$ cat src/rtl/mipi_frame_scheduler.sv
`default_nettype none
// ---------------------------------------------------------------------------
// mipi_frame_scheduler: continuous/single/burst frame launch sequencer with
// inter-frame gap, hung-frame watchdog and frame/error statistics. Rev 1.0
// ---------------------------------------------------------------------------
module mipi_frame_scheduler #(
    parameter int PERIOD_W       = 32,
    parameter int CNT_W          = 16,
    parameter int MIN_GAP        = 16,
    parameter int TIMEOUT_CYCLES = 1000000
) (
    input  logic                clk,
    input  logic                rst_n,
    input  logic                enable,
    input  logic [1:0]          mode,
    input  logic [PERIOD_W-1:0] frame_period,
    input  logic [CNT_W-1:0]    burst_count,
    input  logic                start_req,
    input  logic                err_clr,
    output logic                frame_start,
    input  logic                frame_active,
    input  logic                frame_done,
    output logic                busy,
    output logic                burst_done,
    output logic [CNT_W-1:0]    frames_sent,
    output logic                timeout_err,
    output logic [7:0]          timeout_cnt
);

    localparam logic [2:0] S_IDLE        = 3'd0;
    localparam logic [2:0] S_LAUNCH      = 3'd1;
    localparam logic [2:0] S_WAIT_DONE   = 3'd2;
    localparam logic [2:0] S_GAP         = 3'd3;
    localparam logic [2:0] S_WAIT_PERIOD = 3'd4;

    localparam logic [1:0] M_CONT   = 2'd0;
    localparam logic [1:0] M_SINGLE = 2'd1;
    localparam logic [1:0] M_BURST  = 2'd2;

    localparam int GAP_W = $clog2(MIN_GAP + 1);
    localparam int WD_W  = $clog2(TIMEOUT_CYCLES + 1);

    logic [2:0]          state_q, state_d;
    logic [1:0]          mode_q;
    logic [PERIOD_W-1:0] period_q;
    logic [PERIOD_W-1:0] period_cnt_q;
    logic [CNT_W-1:0]    remain_q;
    logic [WD_W-1:0]     wd_q;
    logic [GAP_W-1:0]    gap_q;
    logic                frame_start_q, frame_start_d;
    logic                burst_done_q, burst_done_d;
    logic [CNT_W-1:0]    frames_sent_q;
    logic                timeout_err_q;
    logic [7:0]          timeout_cnt_q;

    logic [1:0]          mode_in;
    logic                launch_idle;
    logic                burst_zero;
    logic                done_evt;
    logic                timeout_evt;
    logic                gap_end;
    logic                seq_end;
    logic                relatch;
    logic [PERIOD_W-1:0] period_src;

    // frame_active is observed by the host only; nothing here depends on it
    logic unused_frame_active;
    assign unused_frame_active = frame_active;

    assign mode_in     = (mode == 2'd3) ? M_SINGLE : mode;
    assign launch_idle = enable && ((mode_in == M_CONT) ||
                         (start_req && ((mode_in == M_SINGLE) ||
                                        (mode_in == M_BURST && burst_count != '0))));
    assign burst_zero  = (state_q == S_IDLE) && enable && start_req &&
                         (mode_in == M_BURST) && (burst_count == '0);
    assign done_evt    = (state_q == S_WAIT_DONE) && frame_done;
    assign timeout_evt = (state_q == S_WAIT_DONE) && !frame_done &&
                         (wd_q == WD_W'(TIMEOUT_CYCLES - 1));
    assign gap_end     = (state_q == S_GAP) && (gap_q == GAP_W'(MIN_GAP - 1));
    assign seq_end     = (mode_q == M_SINGLE) ||
                         (mode_q == M_BURST && remain_q == '0) || !enable;

    // State register
    always_ff @(posedge clk or negedge rst_n) begin
        if (!rst_n) begin
            state_q <= S_IDLE;
        end else begin
            state_q <= state_d;
        end
    end

    // Next-state logic
    always_comb begin
        state_d = state_q;
        case (state_q)
            S_IDLE:        if (launch_idle) state_d = S_LAUNCH;
            S_LAUNCH:      state_d = S_WAIT_DONE;
            S_WAIT_DONE:   if (done_evt || timeout_evt) state_d = S_GAP;
            S_GAP:         if (gap_end) state_d = seq_end ? S_IDLE : S_WAIT_PERIOD;
            S_WAIT_PERIOD: begin
                if (!enable) begin
                    state_d = S_IDLE;
                end else if (period_cnt_q == '0) begin
                    state_d = S_LAUNCH;
                end
            end
            default:       state_d = S_IDLE;
        endcase
    end

    // Output logic
    always_comb begin
        frame_start_d = (state_d == S_LAUNCH);
        burst_done_d  = burst_zero || (gap_end && seq_end && mode_q != M_CONT);
        busy          = (state_q != S_IDLE);
    end

    // Settings are taken on leaving IDLE and again on every continuous-mode launch
    assign relatch    = (state_d == S_LAUNCH) && ((state_q == S_IDLE) || (mode_q == M_CONT));
    assign period_src = relatch ? frame_period : period_q;

    always_ff @(posedge clk or negedge rst_n) begin
        if (!rst_n) begin
            mode_q        <= M_CONT;
            period_q      <= '0;
            remain_q      <= '0;
            period_cnt_q  <= '0;
            wd_q          <= '0;
            gap_q         <= '0;
            frame_start_q <= 1'b0;
            burst_done_q  <= 1'b0;
            frames_sent_q <= '0;
            timeout_err_q <= 1'b0;
            timeout_cnt_q <= 8'd0;
        end else begin
            frame_start_q <= frame_start_d;
            burst_done_q  <= burst_done_d;

            if (relatch) begin
                mode_q   <= mode_in;
                period_q <= frame_period;
                remain_q <= burst_count;
            end else if (state_q == S_LAUNCH && mode_q == M_BURST && remain_q != '0) begin
                remain_q <= remain_q - CNT_W'(1);
            end

            if (state_d == S_LAUNCH) begin
                period_cnt_q <= (period_src == '0) ? '0 : period_src - PERIOD_W'(1);
            end else if (state_q != S_IDLE && period_cnt_q != '0) begin
                period_cnt_q <= period_cnt_q - PERIOD_W'(1);
            end

            wd_q  <= (state_q == S_WAIT_DONE) ? wd_q + WD_W'(1) : '0;
            gap_q <= (state_q == S_GAP) ? gap_q + GAP_W'(1) : '0;

            if (done_evt) begin
                frames_sent_q <= frames_sent_q + CNT_W'(1);
            end

            // A clear wins over a same-cycle timeout for the flag; the count restarts at it
            if (err_clr) begin
                timeout_err_q <= 1'b0;
                timeout_cnt_q <= timeout_evt ? 8'd1 : 8'd0;
            end else if (timeout_evt) begin
                timeout_err_q <= 1'b1;
                if (timeout_cnt_q != 8'hFF) begin
                    timeout_cnt_q <= timeout_cnt_q + 8'd1;
                end
            end
        end
    end

    assign frame_start = frame_start_q;
    assign burst_done  = burst_done_q;
    assign frames_sent = frames_sent_q;
    assign timeout_err = timeout_err_q;
    assign timeout_cnt = timeout_cnt_q;

endmodule
`default_nettype wire

$ cat config.mk
export PLATFORM = sky130hd
export DESIGN_NAME = mipi_frame_scheduler
export DESIGN_NICKNAME = d
export VERILOG_FILES = /design/src/rtl/mipi_frame_scheduler.sv
export SDC_FILE = /design/constraint.sdc
export NUM_CORES = 1
export LEC_CHECK = 0
export CAP_MARGIN = 15
export CORE_ASPECT_RATIO = 1.1
export CORE_MARGIN = 2
export CORE_UTILIZATION = 58
export DETAILED_ROUTE_END_ITERATION = 10
export HOLD_SLACK_MARGIN = 0.05
export PLACE_DENSITY = 0.82
export SYNTH_ARGS = -nofsm -noshare
export SYNTH_HDL_FRONTEND = slang
export SYNTH_SLANG_ARGS = --single-unit
export TNS_END_PERCENT = 100
$ cat constraint.sdc
create_clock -name clk -period 9.35 [get_ports clk]
set_input_delay 1.87 -clock clk [delete_from_list [all_inputs] [get_ports clk]]
set_output_delay 1.87 -clock clk [all_outputs]
set_load 0.03 [all_outputs]
==> results.md <==
- Final instance area: around 0.0093 sq mm
- Net switching power: between 500 and 600 uW
- Outcome: completed
- Placer Congestion: between 0.8 and 0.9
- Clock share of power: 0.386
- Average wire per standard cell: roughly 18 microns
- Async SR Flop Fraction: 1.00
- Critical path launch point type: input pin
- Non-Filler Instances: roughly 1000
- Clock Pin Slew Worst Setup and Hold Paths: approximately 60 ps
- Net count, final: around 940
- Detailed Route Iter0 Violations: roughly 650
- Initial Utilization: 0.589
- Finished Core Util: 0.712
- Mapped Area: roughly 0.0077 sq mm
- Mapped Cells: just under 800
- Final hold vios: 0
- Final wirelength: 18.7 mm
- Vias/cell: roughly 6.2
- Total of max-cap violations: 0
- Slowest-stage cell, CP: nand3_1
- Power Dens Cells: ~210 mW/mm^2
- Pint: 1.39 mW
- Max Clock Freq: ~160 MHz
- DIE AREA: around 0.014 sq mm
- DRC: 0
- Power share of the sequential group: 0.396
- Synth cell types: 63
- Dpl cell area: approximately 0.0087 sq mm
- Commonest non-fill, non-tap cells in the layout: dfrtp_1, nor2_1, clkdlybuf4s50_1
- Syn avg cell area: ~9.7 sq um
- Syn Nets: about 860
- Clock root buffer: clkbuf_16
- Max Transition Viols Final: 0
- Final worst slack: ~3000 ps
- Via Count: roughly 6500
- DP Wirelength: between 10 and 15 mm
- Final worst-path cycle share: 0.683
- Core ar.: 0.0131 sq mm
- Clock Tree Buf Depth: 2
- Post-synth EDFFs: 0
- Max VDD drop: 136 uV
- First-pass GRT wire length: about 32 mm
- CP Cell Sequence: clkdlybuf4s50_1, nor4_1, nand2b_1, o21ai_0, o21a_2, mux2i_1, ha_1, nor3b_1, nand3_1, nor3_1, nand3_1, nand3_1, o22ai_1
- Post-synthesis sequential area ratio: 0.444
- H-tree levels: 4
- Die H: around 120 microns
- DP Cell Count: roughly 1000
- CTS buffer count: 17
- Crit end category: flop
- Antenna cells: 0
- WS Path Type: in2reg
- Final min period: approximately 6400 ps
- Initial antenna violation count: 0
- Clk_lat worst skew: around 430 ps
- Slew @ Worst Pin: ~970 ps
- Min Hold Slack: between 400 and 500 ps
- Worst path most repeated cell: nand3_1
- Final Setup Violations: 0
- Hold Path Class: reg2reg
- RSZ-0062 raised after global routing: no
- FF+latch count, synth: 137
- Lkg Pwr: 3.78 nW
- Switching share of total power: 0.301
- Critical Path RT: 9630 ps
- Grt ovf: 0
- CP arrival: 6660 ps
- Largest net degree at the start of global routing: 76
- Synth Warn #: 0
- CP max stage delay: around 560 ps
- Buffer count from post-CTS setup fixing: 0
- CTS sink cnt: 137
- Place WS: ~2700 ps
- Dominant synthesized flop cell: dfrtp_1
- Logic pwr share: 0.217
- Total design power: around 2.0 mW
- Port-buffer cells: 83
- CTS tree: done
- Slew margin rel.: 0.353
- Row Count: 44
- Pre-antenna DRT Iters: 5
- Commonest non-fill, non-tap cell in the layout: dfrtp_1
- CTS Hold Buffers Added: 0
- Die Width: around 110 microns
- Sum Neg Setup Slack: 0 ps
- ANT nets after route: 0
- Post-CTS resize count: 0
- Vias in the first global route: approximately 6700
- Layout area overhead: 20.9%
- Fraction of layout cells with a size suffix above 1: 0.0893
- Gr usage total: 0.275
- Skew final: between 7 and 8 ps
- Boundary Pins: 85
- Peak fanout along the critical path: 17
worst paths after layout:
check	start	endpoint	slack, ps	cells past startpoint
worst max-delay path	burst_count[1]	period_cnt_q[15]	2960	13
worst min-delay path	frames_sent[15]	frames_sent[15]	470	1
worst max register to register	period_cnt_q[14]	period_cnt_q[15]	4040	15
worst min register to register	frames_sent[15]	frames_sent[15]	470	1
max in group asynchronous	rst_n	period_q[22]	6360	2
min in group asynchronous	rst_n	frames_sent[9]	1510	1
cell type report:
| class | count | area [sq um] |
|---|---|---|
| Inverter | 17 | 63.8 |
| Sequential cell | 137 | 3430 |
| Multi-Input combinational cell | 612 | 4110 |
| Clock inverter | 15 | 246 |
| Tap cell | 161 | 201 |
| Fill cell | 920 | 3770 |
| Clock buffer | 17 | 425 |
| Timing Repair Buffer | 87 | 858 |
power by group through the flow:
stage	logic [mW]	clock network [mW]	registers, mW
after floorplan	0.286	0	0.789
after global placement	0.410	0	0.784
after detailed placement	0.426	0	0.793
after CTS	0.431	0.778	0.784
after global routing	0.478	0.802	0.800
final	0.432	0.768	0.788
worst max-delay path: cells and delay by family:
| kind | cells | cell delay, ps |
|---|---|---|
| buf+inv | 1 | 430 |
| fa+ha+maj | 1 | 300 |
| compound gates | 3 | 1000 |
| simple gates | 7 | 2790 |
| mux | 1 | 240 |
logic make-up after synthesis:
| group | synth area share |
|---|---|
| adders and majority gates | 0.0146 |
| muxes | 0.0783 |
| DFF | 0.444 |
| AOI/OAI and AO/OA | 0.0801 |
| buffers and inverters | 0.0248 |
| and+or+nand+nor | 0.242 |
| xor gates and xnor gates | 0.116 |
cell usage after synthesis, types with 7 or more instances:
cell type,instances,area (sq um)
a22o_1,7,61.3
o22ai_1,17,106
nand2b_1,11,68.8
xnor2_1,58,508
clkbuf_1,16,60.1
nand4_1,17,106
mux2_2,27,304
nor2_1,82,308
mux2i_1,30,300
nand3_1,27,135
or3_1,24,150
inv_1,17,63.8
nor3_1,44,220
a21oi_1,10,50.1
and3_1,8,50.1
dfrtp_1,137,3430
or4_1,18,135
o21ai_0,24,120
nor4_1,22,138
xor2_1,44,385
ha_1,9,113
nand2_1,61,229
sequential cells by signal, summed over array words and instances (netlist names):
register / count
remain_q: 16
timeout_cnt: 8
frame_start: 1
gap_q: 5
burst_done: 1
mode_q: 2
state_q: 3
wd_q: 20
period_q: 32
frames_sent: 16
timeout_err: 1
period_cnt_q: 32
per-layer routing:
layer | GRT usage | up-vias | wire (microns)
li1 | - | 3035 | -
met1 | 0.363 | 3201 | 8060
met2 | 0.444 | 259 | 9120
met3 | 0.0553 | 39 | 1130
met4 | 0.111 | 0 | 440
met5 | 0 | - | 0
Note: power is estimated with default switching activity, not from simulation.
